===== src/rtl/spi_regfile_periph_if.sv =====
`default_nettype none
// ============================================================================
// Module   : spi_regfile_periph_if
// Brief    : SPI pin bundle between an SPI controller and the register file.
// Revision : 1.0
// ============================================================================
interface spi_regfile_periph_if;
    logic sclk;
    logic copi;
    logic ncs;
    logic cipo;
    logic cipo_oe;

    modport master (output sclk, output copi, output ncs, input cipo, input cipo_oe);
    modport slave  (input sclk, input copi, input ncs, output cipo, output cipo_oe);
endinterface
`default_nettype wire


===== src/rtl/spi_regfile_periph.sv =====
`default_nettype none
// ============================================================================
// Module   : spi_regfile_periph
// Brief    : SPI mode-0 target with a small writable/readable register file.
// Revision : 1.0
// ============================================================================
module spi_regfile_periph #(
    parameter int NUM_REGS    = 5,
    parameter int DATA_W      = 8,
    parameter int SYNC_STAGES = 2
) (
    input  logic                         clk,
    input  logic                         rst_n,
    spi_regfile_periph_if.slave          spi,
    output logic [NUM_REGS*DATA_W-1:0]   regs,
    output logic [NUM_REGS-1:0]          wr_strobe,
    output logic                         frame_err
);

    localparam int FRAME_LEN = 8 + DATA_W;
    localparam int CNT_W     = $clog2(FRAME_LEN + 2);

    localparam logic [CNT_W-1:0] c_CNT_FRAME     = CNT_W'(FRAME_LEN);
    localparam logic [CNT_W-1:0] c_CNT_SAT       = CNT_W'(FRAME_LEN + 1);
    localparam logic [CNT_W-1:0] c_CNT_CMD_LAST  = CNT_W'(7);
    localparam logic [CNT_W-1:0] c_CNT_DATA_LAST = CNT_W'(FRAME_LEN - 1);
    localparam logic [7:0]       c_NUM_REGS      = 8'(NUM_REGS);

    localparam logic [1:0] c_IDLE = 2'd0;
    localparam logic [1:0] c_CMD  = 2'd1;
    localparam logic [1:0] c_DATA = 2'd2;
    localparam logic [1:0] c_DONE = 2'd3;

    logic [SYNC_STAGES-1:0] r_sclk_sync;
    logic [SYNC_STAGES-1:0] r_copi_sync;
    logic [SYNC_STAGES-1:0] r_ncs_sync;
    logic [SYNC_STAGES-1:0] r_flush;
    logic                   r_armed;

    logic [1:0]             r_state;
    logic [1:0]             w_state_nxt;
    logic [CNT_W-1:0]       r_bit_cnt;
    logic [FRAME_LEN-1:0]   r_shift_in;
    logic [DATA_W-1:0]      r_shift_out;
    logic                   r_reading;
    logic                   r_cipo;
    logic [DATA_W-1:0]      r_regs [NUM_REGS];
    logic [NUM_REGS-1:0]    r_wr_strobe;
    logic                   r_frame_err;

    logic w_sclk_rise, w_sclk_fall, w_ncs_fall, w_ncs_rise, w_ncs_low, w_copi, w_bit;
    logic w_clr, w_shift_in_en, w_load_out, w_shift_out_en, w_cipo_drive, w_frame_end;
    logic [6:0]        w_cmd_addr;
    logic [DATA_W-1:0] w_rd_data;
    logic              w_frm_rw, w_len_ok, w_addr_ok, w_commit, w_err;
    logic [6:0]        w_frm_addr;
    logic [DATA_W-1:0] w_frm_data;

    // The target arms only once the ncs chain holds post-reset samples that
    // read high, so a frame cut by reset cannot resume mid-stream.
    always_ff @(posedge clk or negedge rst_n) begin
        if (!rst_n) begin
            r_sclk_sync <= '0;
            r_copi_sync <= '0;
            r_ncs_sync  <= '1;
            r_flush     <= '0;
            r_armed     <= 1'b0;
        end else begin
            r_sclk_sync <= {r_sclk_sync[SYNC_STAGES-2:0], spi.sclk};
            r_copi_sync <= {r_copi_sync[SYNC_STAGES-2:0], spi.copi};
            r_ncs_sync  <= {r_ncs_sync[SYNC_STAGES-2:0], spi.ncs};
            r_flush     <= {r_flush[SYNC_STAGES-2:0], 1'b1};
            if (r_flush[SYNC_STAGES-1] && (&r_ncs_sync)) begin
                r_armed <= 1'b1;
            end
        end
    end

    assign w_sclk_rise = r_sclk_sync[SYNC_STAGES-2] & ~r_sclk_sync[SYNC_STAGES-1];
    assign w_sclk_fall = ~r_sclk_sync[SYNC_STAGES-2] & r_sclk_sync[SYNC_STAGES-1];
    assign w_ncs_fall  = ~r_ncs_sync[SYNC_STAGES-2] & r_ncs_sync[SYNC_STAGES-1] & r_armed;
    assign w_ncs_rise  = r_ncs_sync[SYNC_STAGES-2] & ~r_ncs_sync[SYNC_STAGES-1];
    assign w_ncs_low   = ~r_ncs_sync[SYNC_STAGES-1];
    assign w_copi      = r_copi_sync[SYNC_STAGES-1];
    assign w_bit       = w_sclk_rise & w_ncs_low & (r_state != c_IDLE);

    always_ff @(posedge clk or negedge rst_n) begin
        if (!rst_n) begin
            r_state <= c_IDLE;
        end else begin
            r_state <= w_state_nxt;
        end
    end

    always_comb begin
        w_state_nxt = r_state;
        case (r_state)
            c_IDLE:  if (w_ncs_fall) w_state_nxt = c_CMD;
            c_CMD:   if (w_bit && (r_bit_cnt == c_CNT_CMD_LAST)) w_state_nxt = c_DATA;
            c_DATA:  if (w_bit && (r_bit_cnt == c_CNT_DATA_LAST)) w_state_nxt = c_DONE;
            default: w_state_nxt = r_state;
        endcase
        if (w_ncs_rise) begin
            w_state_nxt = c_IDLE;
        end
    end

    always_comb begin
        w_clr          = (r_state == c_IDLE) & w_ncs_fall;
        w_shift_in_en  = w_bit & ((r_state == c_CMD) | (r_state == c_DATA));
        w_load_out     = w_bit & (r_state == c_CMD) & (r_bit_cnt == c_CNT_CMD_LAST);
        w_cipo_drive   = (r_state == c_DATA) & r_reading;
        w_shift_out_en = w_cipo_drive & w_sclk_fall & w_ncs_low;
        w_frame_end    = w_ncs_rise & (r_state != c_IDLE);
    end

    // Address is complete on the 8th sample: seven bits already shifted plus copi now.
    assign w_cmd_addr = {r_shift_in[5:0], w_copi};

    always_comb begin
        w_rd_data = '0;
        for (int i = 0; i < NUM_REGS; i++) begin
            if (w_cmd_addr == 7'(i)) begin
                w_rd_data = r_regs[i];
            end
        end
    end

    always_ff @(posedge clk or negedge rst_n) begin
        if (!rst_n) begin
            r_bit_cnt   <= '0;
            r_shift_in  <= '0;
            r_shift_out <= '0;
            r_reading   <= 1'b0;
            r_cipo      <= 1'b0;
        end else begin
            if (w_clr) begin
                r_bit_cnt <= '0;
            end else if (w_bit && (r_bit_cnt != c_CNT_SAT)) begin
                r_bit_cnt <= r_bit_cnt + 1'b1;
            end

            if (w_clr) begin
                r_shift_in <= '0;
            end else if (w_shift_in_en) begin
                r_shift_in <= {r_shift_in[FRAME_LEN-2:0], w_copi};
            end

            if (w_clr) begin
                r_reading <= 1'b0;
            end else if (w_load_out) begin
                r_reading <= ~r_shift_in[6];
            end

            if (w_load_out) begin
                r_shift_out <= w_rd_data;
            end else if (w_shift_out_en) begin
                r_shift_out <= {r_shift_out[DATA_W-2:0], 1'b0};
            end

            if (!w_cipo_drive) begin
                r_cipo <= 1'b0;
            end else if (w_shift_out_en) begin
                r_cipo <= r_shift_out[DATA_W-1];
            end
        end
    end

    // Frame fields are decoded from the held shift register after ncs rises.
    assign w_frm_rw   = r_shift_in[FRAME_LEN-1];
    assign w_frm_addr = r_shift_in[FRAME_LEN-2 -: 7];
    assign w_frm_data = r_shift_in[DATA_W-1:0];
    assign w_len_ok   = (r_bit_cnt == c_CNT_FRAME);
    assign w_addr_ok  = ({1'b0, w_frm_addr} < c_NUM_REGS);
    assign w_commit   = w_frame_end & w_len_ok & w_frm_rw & w_addr_ok;
    assign w_err      = w_frame_end & (~w_len_ok | (w_frm_rw & ~w_addr_ok));

    always_ff @(posedge clk or negedge rst_n) begin
        if (!rst_n) begin
            r_wr_strobe <= '0;
            r_frame_err <= 1'b0;
            for (int i = 0; i < NUM_REGS; i++) begin
                r_regs[i] <= '0;
            end
        end else begin
            r_frame_err <= w_err;
            for (int i = 0; i < NUM_REGS; i++) begin
                r_wr_strobe[i] <= w_commit && (w_frm_addr == 7'(i));
                if (w_commit && (w_frm_addr == 7'(i))) begin
                    r_regs[i] <= w_frm_data;
                end
            end
        end
    end

    generate
        for (genvar gi = 0; gi < NUM_REGS; gi++) begin : g_flat
            assign regs[gi*DATA_W +: DATA_W] = r_regs[gi];
        end
    endgenerate

    assign wr_strobe   = r_wr_strobe;
    assign frame_err   = r_frame_err;
    assign spi.cipo    = r_cipo;
    assign spi.cipo_oe = w_ncs_low;

endmodule
`default_nettype wire


===== src/flat_wrapper.sv =====
// flat-port wrapper written by rule: the top's interface ports become plain ports
module spi_regfile_periph_flat 
#(
    parameter int NUM_REGS    = 5,
    parameter int DATA_W      = 8,
    parameter int SYNC_STAGES = 2
)
  (clk, rst_n, regs, wr_strobe, frame_err, spi_sclk, spi_copi, spi_ncs, spi_cipo, spi_cipo_oe);
  spi_regfile_periph_if spi_i ();
  input  logic clk;
  input  logic rst_n;
  output logic [NUM_REGS*DATA_W-1:0] regs;
  output logic [NUM_REGS-1:0] wr_strobe;
  output logic frame_err;
  input wire logic [$bits(spi_i.sclk)-1:0] spi_sclk;
  input wire logic [$bits(spi_i.copi)-1:0] spi_copi;
  input wire logic [$bits(spi_i.ncs)-1:0] spi_ncs;
  output wire logic [$bits(spi_i.cipo)-1:0] spi_cipo;
  output wire logic [$bits(spi_i.cipo_oe)-1:0] spi_cipo_oe;
  assign spi_i.sclk = spi_sclk;
  assign spi_i.copi = spi_copi;
  assign spi_i.ncs = spi_ncs;
  assign spi_cipo = spi_i.cipo;
  assign spi_cipo_oe = spi_i.cipo_oe;
  spi_regfile_periph #(.NUM_REGS(NUM_REGS), .DATA_W(DATA_W), .SYNC_STAGES(SYNC_STAGES)) u_core (.clk(clk), .rst_n(rst_n), .spi(spi_i), .regs(regs), .wr_strobe(wr_strobe), .frame_err(frame_err));
endmodule

===== config.mk =====
export PLATFORM = sky130hd
export DESIGN_NAME = spi_regfile_periph_flat
export DESIGN_NICKNAME = d
export VERILOG_FILES = /design/src/rtl/spi_regfile_periph_if.sv /design/src/rtl/spi_regfile_periph.sv /design/src/flat_wrapper.sv
export SDC_FILE = /design/constraint.sdc
export NUM_CORES = 1
export LEC_CHECK = 0
export CAP_MARGIN = 20
export CORE_MARGIN = 2
export CORE_UTILIZATION = 40
export CTS_CLUSTER_SIZE = 14
export DETAILED_ROUTE_END_ITERATION = 6
export DONT_BUFFER_PORTS = 1
export GPL_ROUTABILITY_DRIVEN = 0
export PLACE_DENSITY_LB_ADDON = 0.08
export RECOVER_POWER = 100
export SLEW_MARGIN = 20
export SYNTH_ARGS = -nofsm -noshare
export SYNTH_HDL_FRONTEND = slang
export SYNTH_SLANG_ARGS = --single-unit
export TNS_END_PERCENT = 10

===== constraint.sdc =====
create_clock -name clk -period 3.7 [get_ports clk]
set_input_delay 0.555 -clock clk [delete_from_list [all_inputs] [get_ports clk]]
set_output_delay 0.555 -clock clk [all_outputs]
set_load 0.005 [all_outputs]

After elaboration in Yosys (flattened, before gate mapping)
Index checks and enable logic that the tools add are counted.
Widths: inputs -> output; s select.
Operators by class
  bitwise operators: 29
  multiplexer cells: 20
  div/mod/pow operators: 0
  equal/unequal tests: 18
  order comparisons: 1
  add/sub/neg operators: 1
  reductions and logical operators: 20
  shift-type cells: 0
  multipliers: 0
Operators by type and width (number)
  $mux 8: 7
  $mux 16: 2
  $eq 7x2->1 const B: 4
  $and 1x1->1: 20
  $eq 7x1->1 const B: 2
  $eq 7x3->1 const B: 2
  $logic_not 7->1: 2
  $mux 5: 2
  $reduce_bool 2->1: 5
  $logic_and 1x1->1: 9
  $ne 3x1->1 const B: 3
  $mux 2: 4
  $lt 7x3->1 const B: 1
  $not 1->1: 7
  $pmux 2 s3: 1
  $add 5x1->5 const B: 1
  $eq 5x3->1 const B: 1
  $eq 5x4->1 const B: 1
  $eq 5x5->1 const B: 1
  $ne 5x5->1 const B: 1
  $mux 1: 4
  $reduce_and 4->1: 1
  $reduce_bool 4->1: 1
  $eq 2x1->1 const B: 1
  5 further kinds: 6
Storage, ports and cells
  bits in writable memories: 0
  bits in read-only memories: 0
  register bits: 88
  word-level logic and storage cells: 107
  output and inout port bits: 48
  memories: 0
  bits of input ports: 5
  bits in latches: 0

Logic depth before layout (Yosys ltp)
Gate-level depths: netlist (run 1).
  depth in word-level cells: 8
  gate-level depth with buffers: 8
  mapped depth without buffers: 6

Least setup slack after synthesis (run 1)
Ideal clock, no wire load.
  path kind: reg2reg
  start: register u_core.r_state[0]
  end: register u_core.r_regs (netlist bit u_core.regs[0])
  buffers on the path: 1
  data arrival time: 1936 ps
  data required time: 3575 ps
  stages on the path, launching flop included: 8
  slack: 1639 ps
  cells stage by stage: dfrtp_1 inv_1 ha_1 nor3b_2 nand4_4 or4_1 buf_4 mux2_4
Between the ends
  word-level cells in the longest chain between the ends: 6
Ends and longest elaborated chain
  from (decl): line spi_regfile_periph.sv:40  | logic [1:0] r_state;
  from (signal assigned): line spi_regfile_periph.sv:89  | r_state <= c_IDLE;
  from (signal assigned): line spi_regfile_periph.sv:91  | r_state <= w_state_nxt;
  $reduce_bool 2->1: line spi_regfile_periph.sv:114  | w_frame_end = w_ncs_rise & (r_state != c_IDLE);
  $and 1x1->1: line spi_regfile_periph.sv:114
  $and 1x1->1 (3 in a row): line spi_regfile_periph.sv:175  | assign w_commit = w_frame_end & w_len_ok & w_frm_rw & w_addr_ok;
  $logic_and 1x1->1: line spi_regfile_periph.sv:189  | if (w_commit && (w_frm_addr == 7'(i))) begin
  to (signal, indexed assignment): line spi_regfile_periph.sv:190  | r_regs[i] <= w_frm_data;
  to (decl): line spi_regfile_periph.sv:47  | logic [DATA_W-1:0] r_regs [NUM_REGS];
Every way passes these cells.
A chain may end at the register's enable or synchronous reset.

Worst setup path in the final report (run 1)
  start: register u_core.r_state[0]
  end: register u_core.r_regs (netlist bit u_core.regs[9])
Same word-level chain as after synthesis.

==> results of run 1 <==
-- cell families after synthesis --
logic type	after synthesis	share of synthesized area [%]
DFF	88	56.3
and+or+nand+nor	80	11.7
xor gates and xnor gates	3	0.672
muxes	58	19.4
AOI/OAI and AO/OA	42	6.78
other	1	0.0958
buffers and inverters	26	2.69
adders and majority gates	7	2.24
-- layout make-up --
cell class,count,area share [%]
timing repair buffer,2,0.302
multi-input combinational,191,37.5
clock inverter,7,1.15
clock buffer,9,2.99
tap,133,4.01
inverter,10,0.905
sequential,88,53.2
-- power breakdown --
group | total [W] | internal, W | switching (W) | leakage (nW)
Combinational | 0.000168 | 0.0000614 | 0.000106 | 0.541
Clock | 0.000607 | 0.000244 | 0.000363 | 0.0854
Sequential | 0.00103 | 0.000986 | 0.0000392 | 1.20
Total | 0.00180 | 0.00129 | 0.000509 | 1.83
-- worst max-delay path: cells and delay by family, from the launching register on --
kind	cells	cell delay, ns
adder cells (fa/ha/maj)	1	0.25
buffers and inverters	1	0.07
flip-flops	1	0.37
multiplexers	1	0.42
AND/OR/NAND/NOR	3	1.71
-- flip-flops by register name, summed over array words and instances (netlist names) --
register            count
u_core.r_armed          1
u_core.wr_strobe        5
u_core.r_copi_sync      2
u_core.regs            40
u_core.r_ncs_sync       2
u_core.r_shift_in      16
u_core.r_flush          2
u_core.r_reading        1
u_core.r_bit_cnt        5
u_core.spi.cipo         1
u_core.r_state          2
u_core.frame_err        1
u_core.r_sclk_sync      2
u_core.r_shift_out      8
-- stage by stage --
step                hold WS (ns)  cells  power [W]
floorplan                  0.259    305    0.00116
global placement           0.264    423    0.00120
detailed placement         0.263    423    0.00120
CTS                       0.0878    440    0.00184
global route               0.141    440    0.00190
finish                     0.179    440    0.00180
-- placed cells by master, fill, tap and decap left out, types with 2 or more instances in the layout --
cell | netlist | final
nand2_1 | 43 | 43
mux4_2 | 8 | 8
nand2b_1 | 3 | 3
a21oi_1 | 17 | 17
mux2_2 | 32 | 32
nor2_1 | 8 | 8
and2_0 | 2 | 2
dfstp_1 | 0 | 2
and3_1 | 3 | 3
clkinvlp_4 | 0 | 2
nor3b_1 | 1 | 2
o31ai_1 | 2 | 2
inv_1 | 9 | 9
mux2i_1 | 10 | 10
mux2_1 | 0 | 8
a22oi_1 | 8 | 8
dfrtp_1 | 86 | 86
ha_1 | 7 | 7
o22ai_1 | 7 | 7
nor4b_2 | 1 | 2
clkinv_2 | 0 | 3
clkbuf_8 | 0 | 9
a21boi_0 | 2 | 2
nor3_1 | 3 | 4
xor2_1 | 2 | 2
-- per-layer routing --
layer / wire length (um) / GRT usage, %
met1: 4300 / 26.5
met2: 3620 / 22.8
met3: 627 / 8.14
met4: 94 / 5.47
met5: 0 / 0
-- cells in the mapped netlist (2+ instances only) --
cell / n / share of area, %
mux2_4: 8 / 3.1
o22ai_1: 7 / 1.1
mux2i_1: 10 / 2.6
mux2_2: 32 / 9.2
xor2_1: 2 / 0.45
nor3_2: 2 / 0.51
nand2b_1: 3 / 0.48
nand2_1: 43 / 4.1
dfrtp_1: 86 / 55
buf_2: 3 / 0.38
clkbuf_1: 11 / 1.1
mux4_2: 8 / 4.6
and2_0: 2 / 0.32
ha_1: 7 / 2.2
o31ai_1: 2 / 0.38
nor3_1: 3 / 0.38
and3_1: 3 / 0.48
a22oi_1: 8 / 1.5
a21oi_1: 17 / 2.2
a21boi_0: 2 / 0.38
nor2_1: 8 / 0.77
dfstp_2: 2 / 1.3
inv_1: 9 / 0.86
-- path summary, 6_finish.rpt --
check | endpoint
hold / removal | u_core.r_ncs_sync[0]$_DFF_PN1_
min in group asynchronous | u_core.r_bit_cnt[3]$_DFFE_PN0P_
setup / recovery | u_core.regs[9]$_DFFE_PN0P_
setup reg to reg | u_core.regs[9]$_DFFE_PN0P_
max in group asynchronous | u_core.regs[25]$_DFFE_PN0P_
hold reg to reg | u_core.r_flush[1]$_DFF_PN0_
-- what timing repair did --
action,in CTS,in global routing
hold endpoints to repair,88,0
resized for setup,0,0
hold buffers,1,0
==> qor.log, run 1 <==
qor: synth.fraction_of_the_yosys_area_taken_by_sequential_cells 56.3%
qor: route.post_detailed_route_drc_marker_count 0
qor: layout.num_antenna_cells 0
qor: floorplanning.die_ar 10600 um2
qor: route.first_iter_violations 83
qor: worst_setup_path.crit_fanout 8
qor: global_route.number_of_antenna_violations_at_the_first_check_in_global_routing 0
qor: route.routed-via-count 2296
qor: synth.number_of_flops_mapped_to_enable_cells_by_yosys 0
qor: synth.yosys_warnings 0
qor: worst_setup_path.r2r_setup_slack 0.76 ns
qor: timing.totalNegativeSetupSlack 0 ns
qor: clock_network.clock-root-buffer clkbuf_8
qor: timing.timing.final.max_slew_violations 89
qor: worst_setup_path.crit_required 3.97 ns
qor: worst_setup_path.cp_slowest_cell nor3_1
qor: global_route.total_track_usage 17.8%
qor: worst_setup_path.reg2reg_from u_core.r_state[0]$_DFFE_PN0P_
qor: global_route.first_global_vias 2342
qor: placement.postPlaceCellArea 4020 um2
qor: pwr.ir_drop 0.000282 V
qor: timing.setup_slack 0.763 ns
qor: layout.register_area 2200 um2
qor: global_route.grt_first_pass_wirelength 13600 um
qor: clock_network.tritoncts_num_sinks 88
qor: worst_setup_path.worstPathArrival 3.20 ns
qor: layout.num-fill-cells 975
qor: layout.final_core_utilization 43.0%
qor: worst_setup_path.reg2regPathDepth 6
qor: pwr.power.density_cell_area 434 nW/um2
qor: route.antenna_left 0
qor: route.drt-wirelength-per-cell 19.6 um
qor: timing.finalClockSkew 0.0124 ns
qor: timing.fmax 0.341 GHz
qor: floorplanning.die_w 103 um
qor: worst_setup_path.path_cells inv_1 > ha_1 > nor3b_1 > nand4_4 > nor3_1 > mux2_2
qor: hold_path.hold_removal_path_class in -> reg
qor: worst_setup_path.end_kind register
qor: layout.fin_nets 314
qor: route.routed_vias_inst 5.22
qor: timing.grt_setup_unrepaired false
qor: route.drtPass1Iterations 4
qor: layout.layout-area-overhead-vs-synth 5.98%
qor: timing.timing.max_slew.rel_slack -46.8%
qor: route.drt_wl_total 8640 um
qor: synth.synth-main-ff-cell dfrtp_1
qor: hold_path.min_delay_path_depth 0
qor: synth.synthDistinctLibCells 50
qor: worst_setup_path.startpoint_kind_of_the_worst_setup_timing_path register
qor: timing.setup-violations-final 0
qor: layout.layout-drive-gt1-share 21.5%
qor: floorplanning.io_pins 53
qor: synth.synth_nets 317
qor: synth.postSynthRegisterBits 88
qor: clock_network.clock_latency 0.38 ns
qor: clock_network.clk_pin_slew_worst_paths 0.09 ns
qor: global_route.grt-ovfl-total 0
qor: floorplanning.floorplan.die.height 103 um
qor: placement.port_buffers 0
qor: clock_network.clock_tree_from_tritoncts built
qor: worst_setup_path.critical-path-max-stage-delay 1.04 ns
qor: timing.hold_violations 0
qor: worst_setup_path.critPathKind reg -> reg
qor: synth.synthCells 305
qor: synth.synthesis.area_per_instance 12.8 um2
qor: outcome.run_status finished, violations left
qor: global_route.grt_max_degree 89
qor: synth.syn-cell-area 3910 um2
qor: clock_network.h-tree-depth 3
qor: floorplanning.floorplan.initialDensity 40.6%
qor: timing.timing_worst_slew_pin_value 2.20 ns
qor: clock_network.post-cts-setup-buffer-count 0
qor: clock_network.clk_path_buf_depth 2
qor: synth.async_flop_share 100%
qor: placement.pre_cts_ws 1.17 ns
qor: run.drv.max_cap_violation_count 1
qor: floorplanning.std_cell_rows 36
qor: floorplanning.floorplan.core_area 9640 um2
qor: layout.post-route-cell-area 4150 um2
qor: clock_network.cts_made_buffers 9
qor: pwr.power.leakage 1.83 nW
qor: layout.multi_input_comb_area 1550 um2
qor: outcome.failed_checks max-capacitance violations, max-slew violations
qor: timing.period_minus_slack 2.94 ns
qor: hold_path.holdCritStartpoint spi_ncs
qor: timing.timing.final.crit_share 79.4%
qor: placement.hpwlAfterDp 5600 um
qor: worst_setup_path.cp-startpoint u_core.r_state[0]$_DFFE_PN0P_
No activity file was read; power rests on OpenSTA's default activity.
==> inputs of run 2 (changes only) <==
==> constraint.sdc (replaced) <==
create_clock -name clk -period 2.68 [get_ports clk]
set_input_delay 0.402 -clock clk [delete_from_list [all_inputs] [get_ports clk]]
set_output_delay 0.402 -clock clk [all_outputs]
set_load 0.005 [all_outputs]
==> qor.log, run 2 (synthesis results as in run 1) <==
qor: layout.fin_nets 323
qor: run.drv.max_cap_violation_count 0
qor: pwr.power.leakage 1.89 nW
qor: worst_setup_path.r2r_setup_slack 0.29 ns
qor: timing.finalClockSkew 0.0155 ns
qor: route.drt-wirelength-per-cell 19.1 um
qor: global_route.grt_max_degree 89
qor: route.routed_vias_inst 5.27
qor: timing.grt_setup_unrepaired false
qor: floorplanning.floorplan.die.height 103 um
qor: outcome.run_status completed
qor: clock_network.tritoncts_num_sinks 88
qor: clock_network.cts_made_buffers 9
qor: timing.timing_worst_slew_pin_value 1.21 ns
qor: placement.port_buffers 0
qor: layout.most_common_cell_after_layout_fill_and_taps_aside dfrtp_1
qor: layout.post-route-cell-area 4250 um2
qor: floorplanning.die_w 103 um
qor: placement.hpwlAfterDp 5620 um
qor: route.drtPass1Iterations 4
qor: worst_setup_path.crit_required 2.92 ns
qor: pwr.ir_drop 0.000328 V
qor: timing.timing.final.max_slew_violations 0
qor: timing.totalNegativeSetupSlack 0 ns
qor: placement.postPlaceCellArea 4080 um2
qor: layout.layout-area-overhead-vs-synth 8.67%
qor: floorplanning.std_cell_rows 36
qor: worst_setup_path.end_kind register
qor: route.drt_wl_total 8580 um
qor: global_route.first_global_vias 2365
qor: worst_setup_path.startpoint_kind_of_the_worst_setup_timing_path register
qor: route.routed-via-count 2365
qor: timing.setup-violations-final 0
qor: clock_network.clk_path_buf_depth 2
qor: timing.hold_slack 0.0491 ns
qor: clock_network.clock_latency 0.36 ns
qor: route.post_detailed_route_drc_marker_count 0
qor: worst_setup_path.crit_fanout 8
qor: floorplanning.die_ar 10600 um2
qor: floorplanning.floorplan.initialDensity 40.6%
qor: layout.layout-drive-gt1-share 22.2%
qor: global_route.grt_first_pass_wirelength 13600 um
qor: route.first_iter_violations 102
qor: worst_setup_path.critPathKind reg -> reg
qor: floorplanning.io_pins 53
qor: clock_network.clock-root-buffer clkbuf_8
qor: layout.num_antenna_cells 0
qor: timing.timing.final.crit_share 89.2%
qor: layout.largest_register_ffs 40
qor: global_route.grt-ovfl-total 0
qor: pwr.power.density_cell_area 632 nW/um2
qor: clock_network.clk_pin_slew_worst_paths 0.09 ns
qor: timing.timing.max_slew.rel_slack 19.2%
qor: clock_network.post-cts-setup-buffer-count 0
qor: timing.period_minus_slack 2.39 ns
qor: global_route.number_of_antenna_violations_at_the_first_check_in_global_routing 0
qor: worst_setup_path.worstPathArrival 2.63 ns
qor: hold_path.hold_removal_path_class in -> reg
qor: global_route.total_track_usage 17.3%
qor: floorplanning.floorplan.core_area 9640 um2
qor: clock_network.h-tree-depth 3
qor: route.antenna_left 0
qor: clock_network.clock_tree_from_tritoncts built
qor: timing.fmax 0.418 GHz
qor: layout.final_cell_mix 86 x dfrtp_1, 43 x nand2_1, 32 x mux2_2, 17 x a21oi_1
qor: timing.hold_violations 0
## run 2: power breakdown
part | internal [W] | leakage, nW | switching (W)
Combinational | 0.0000889 | 0.578 | 0.000149
Clock | 0.000556 | 0.117 | 0.000480
Sequential | 0.00136 | 1.20 | 0.0000536
## run 2: what timing repair did
item	in CTS	in global routing
hold buffers	2	0
endpoints found under the hold margin	88	0
gates resized for setup	0	0
setup endpoints to repair	0	0
## run 2: critical path: stages (launching register included)
cell and delay (ns):
dfrtp_1 0.37, inv_1 0.07, ha_1 0.24, nor3b_2 0.33
nand4_4 0.16, nor3_1 0.21, clkbuf_1 0.49, mux2_2 0.40
## run 2: path summary, 6_finish.rpt
path,startpoint,cells past startpoint,endpoint
setup / recovery,u_core.r_state[0]$_DFFE_PN0P_,7,u_core.regs[25]$_DFFE_PN0P_
hold / removal,spi_ncs,0,u_core.r_ncs_sync[0]$_DFF_PN1_
setup reg to reg,u_core.r_state[0]$_DFFE_PN0P_,7,u_core.regs[25]$_DFFE_PN0P_
hold reg to reg,u_core.r_flush[0]$_DFF_PN0_,0,u_core.r_flush[1]$_DFF_PN0_
max in group asynchronous,rst_n,2,u_core.r_bit_cnt[0]$_DFFE_PN0P_
min in group asynchronous,rst_n,2,u_core.r_bit_cnt[3]$_DFFE_PN0P_
## run 2: cell type report
type	instances	area, um2
inverter	10	37.5
sequential	88	2200
clock inverter	6	91.3
timing repair buffer	11	72.6
multi-input combinational	191	1540
fill	943	5390
clock buffer	10	138
tap	133	166
## run 2: layer usage
metal  vias up  routed length (um)  track usage, %
li1       1101                   -               -
met1      1216                4390            26.9
met2        43                3630            22.6
met3         5                 493            7.05
met4         0                  59            3.24
met5         -                   0               0
## run 2: through the flow
stage	cells	utilization, %	power, W	worst slack, ns
5_1_grt	449	44.1	0.00282	0.0773
6_report	449	44.1	0.00269	0.288
2_1_floorplan	305	-	0.00160	0.619
3_3_place_gp	431	42.3	0.00165	0.323
3_5_place_dp	431	42.3	0.00166	0.250
4_1_cts	449	45.1	0.00274	0.224
==> inputs of run 3 (changes only) <==
--- a/config.mk
+++ b/config.mk
@@ -6,14 +6,15 @@
 export NUM_CORES = 1
 export LEC_CHECK = 0
 export CAP_MARGIN = 20
-export CORE_MARGIN = 2
+export CORE_MARGIN = 3
 export CORE_UTILIZATION = 40
-export CTS_CLUSTER_SIZE = 14
+export CTS_CLUSTER_SIZE = 28
 export DETAILED_ROUTE_END_ITERATION = 6
 export DONT_BUFFER_PORTS = 1
 export GPL_ROUTABILITY_DRIVEN = 0
 export PLACE_DENSITY_LB_ADDON = 0.08
 export RECOVER_POWER = 100
+export SETUP_SLACK_MARGIN = 0.5
 export SLEW_MARGIN = 20
 export SYNTH_ARGS = -nofsm -noshare
 export SYNTH_HDL_FRONTEND = slang
==> qor.log, run 3 (synthesis results as in run 1) <==
qor: timing.timing.max_slew.rel_slack 54.3%
qor: worst_setup_path.number_of_buffer_and_inverter_stages_on_the_critical_path 3
qor: floorplanning.die_ar 11000 um2
qor: pwr.ir_drop 0.000383 V
qor: worst_setup_path.crit_required 2.93 ns
qor: global_route.grt_max_degree 89
qor: layout.layoutNonFillerInstCount 447
qor: clock_network.clk_path_buf_depth 2
qor: route.drt_wl_total 8600 um
qor: floorplanning.floorplan.die.height 105 um
qor: timing.totalNegativeSetupSlack 0 ns
qor: layout.largest_register_ffs 40
qor: clock_network.h-tree-depth 3
qor: clock_network.clock_latency 0.37 ns
qor: floorplanning.floorplan.initialDensity 41.7%
qor: layout.fin_nets 325
qor: timing.timing.final.max_slew_violations 0
qor: pwr.pwr-share-seq 55.0%
qor: route.routed_vias_inst 5.22
qor: layout.most_common_cell_after_layout_fill_and_taps_aside dfrtp_1
qor: placement.port_buffers 0
qor: worst_setup_path.worstPathArrival 2.47 ns
qor: outcome.run_status finished, violations left
qor: layout.final_cell_mix 85 x dfrtp_1, 43 x nand2_1, 32 x mux2_2, 17 x a21oi_1, 10 x mux2i_1
qor: worst_setup_path.r2r_setup_slack 0.46 ns
qor: pwr.clock_power_share 36.3%
qor: global_route.first_global_vias 2447
qor: timing.hold_violations 88
qor: worst_setup_path.crit_fanout 8
qor: global_route.gr_met2_demand_resource 23.3%
qor: outcome.failed_checks negative hold slack
qor: pwr.combinationalPowerShare 8.7%
qor: layout.num-fill-cells 928
qor: clock_network.cts_made_buffers 9
qor: route.drt-wirelength-per-cell 19.2 um
qor: floorplanning.floorplan.core_area 9370 um2
qor: placement.hpwlAfterDp 5550 um
qor: timing.hold_slack -0.286 ns
qor: timing.timing.final.crit_share 82.9%
qor: worst_setup_path.path_cells inv_1 > ha_1 > nor3b_4 > nand4_1 > clkbuf_1 > nor3_2 > clkbuf_2 > mux2_2
qor: run.drv.max_cap_violation_count 0
qor: timing.timing_worst_slew_pin_value 0.685 ns
qor: global_route.grt_most_used_layer met1
qor: pwr.p_sw 0.000679 W
qor: route.drtPass1Iterations 4
qor: pwr.power.leakage 1.89 nW
qor: timing.setup-violations-final 0
qor: pwr.p_int 0.00190 W
qor: global_route.grt_first_pass_wirelength 14200 um
qor: layout.num_antenna_cells 0
qor: floorplanning.die_w 105 um
qor: pwr.power.density_cell_area 606 nW/um2
qor: worst_setup_path.end_kind register
qor: layout.layout-drive-gt1-share 23.9%
qor: floorplanning.std_cell_rows 35
qor: route.routed-via-count 2333
qor: clock_network.clock-root-buffer clkbuf_8
qor: worst_setup_path.startpoint_kind_of_the_worst_setup_timing_path register
qor: hold_path.hold_removal_path_class in -> async
qor: global_route.total_track_usage 16.8%
qor: timing.finalClockSkew 0.0194 ns
qor: route.post_detailed_route_drc_marker_count 0
qor: global_route.number_of_antenna_violations_at_the_first_check_in_global_routing 0
qor: route.antenna_left 0
qor: layout.layout-area-overhead-vs-synth 8.54%
qor: timing.grt_setup_unrepaired false
qor: worst_setup_path.critPathKind reg -> reg
qor: worst_setup_path.crit_family simple AND/OR/NAND/NOR gates
qor: clock_network.tritoncts_num_sinks 88
qor: timing.period_minus_slack 2.22 ns
qor: pwr.power.share.switching 26.4%
qor: worst_setup_path.critical-path-max-stage-delay 0.37 ns
qor: global_route.gr-usage-met1 24.0%
qor: timing.fmax 0.450 GHz
qor: worst_setup_path.cp_slowest_cell mux2_2
qor: global_route.grt-ovfl-total 0
qor: placement.cell_count_post_placement 427
qor: route.first_iter_violations 109
qor: clock_network.clock_tree_from_tritoncts built
qor: floorplanning.io_pins 53
qor: clock_network.clk_pin_slew_worst_paths 0.10 ns
qor: global_route.grt.met3_usage 7.54%
[run 3: cell types whose count changed in the layout (fill, tap and decap cells not counted), sizes merged]
cell / delta
clkinvlp: +3
inv: -1
clkinv: -1
clkbuf: -1
buf: +3
bufinv: -1
[run 3: routing by layer]
metal | up-vias | wire, um
met4 | 0 | 94
met1 | 1179 | 4220
met5 | - | 0
met2 | 49 | 3670
met3 | 7 | 617
li1 | 1098 | -
[run 3: final cells by class]
| cell class | count | area, um2 | area share (%) |
|---|---|---|---|
| Inverter | 10 | 37.5 | 0.884 |
| Clock buffer | 10 | 128 | 3.01 |
| Multi-Input combinational cell | 191 | 1550 | 36.5 |
| Clock inverter | 6 | 70.1 | 1.65 |
| Sequential cell | 88 | 2210 | 51.9 |
| Timing Repair Buffer | 13 | 93.8 | 2.21 |
| Tap cell | 129 | 161 | 3.80 |
[run 3: repair_timing]
action / in CTS / in global routing
endpoints found under the setup margin: 24 / 37
pin swaps: 3 / 4
buffers inserted: 3 / 0
resized for setup: 4 / 6
hold endpoints to repair: 88 / 89
[run 3: stage by stage]
| stage | power [W] | util [%] | setup WS [ns] | hold WS (ns) | area, um2 |
|---|---|---|---|---|---|
| finish | 0.00257 | 45.3 | 0.459 | -0.286 | 4250 |
| global route | 0.00270 | 45.3 | 0.263 | -0.322 | 4250 |
| CTS | 0.00262 | 46.0 | 0.501 | -0.306 | 4310 |
| detailed placement | 0.00166 | 43.5 | 0.239 | 0.112 | 4070 |
| global placement | 0.00165 | 43.5 | 0.321 | 0.111 | 4070 |
| floorplan | 0.00160 | - | 0.619 | 0.106 | 3910 |
[run 3: worst reg2reg max path, cell delays in order, from the launching register on]
cell and delay [ns]:
dfrtp_1 0.36, inv_1 0.06, ha_1 0.26, nor3b_4 0.22, nand4_1 0.21, clkbuf_1 0.18, nor3_2 0.14, clkbuf_2 0.30
mux2_2 0.37
[run 3: path summary, 6_finish.rpt]
path,start,to,depth (start not counted)
min in group clk,spi_sclk,u_core.r_sclk_sync[0]$_DFF_PN0_,0
max,u_core.r_state[0]$_DFFE_PN0P_,u_core.regs[9]$_DFFE_PN0P_,8
max in group asynchronous,rst_n,u_core.r_ncs_sync[1]$_DFF_PN1_,0
min,rst_n,u_core.regs[39]$_DFFE_PN0P_,0
max reg2reg,u_core.r_state[0]$_DFFE_PN0P_,u_core.regs[9]$_DFFE_PN0P_,8
min reg2reg,u_core.r_copi_sync[0]$_DFF_PN0_,u_core.r_copi_sync[1]$_DFF_PN0_,0
[run 3: power groups by stage]
stage	clock network, W	registers [W]	logic [W]
after floorplan	0	0.00141	0.000187
after global placement	0	0.00144	0.000211
after global routing	0.00103	0.00142	0.000255
after CTS	0.000965	0.00142	0.000236
after detailed placement	0	0.00145	0.000212
final	0.000934	0.00142	0.000224
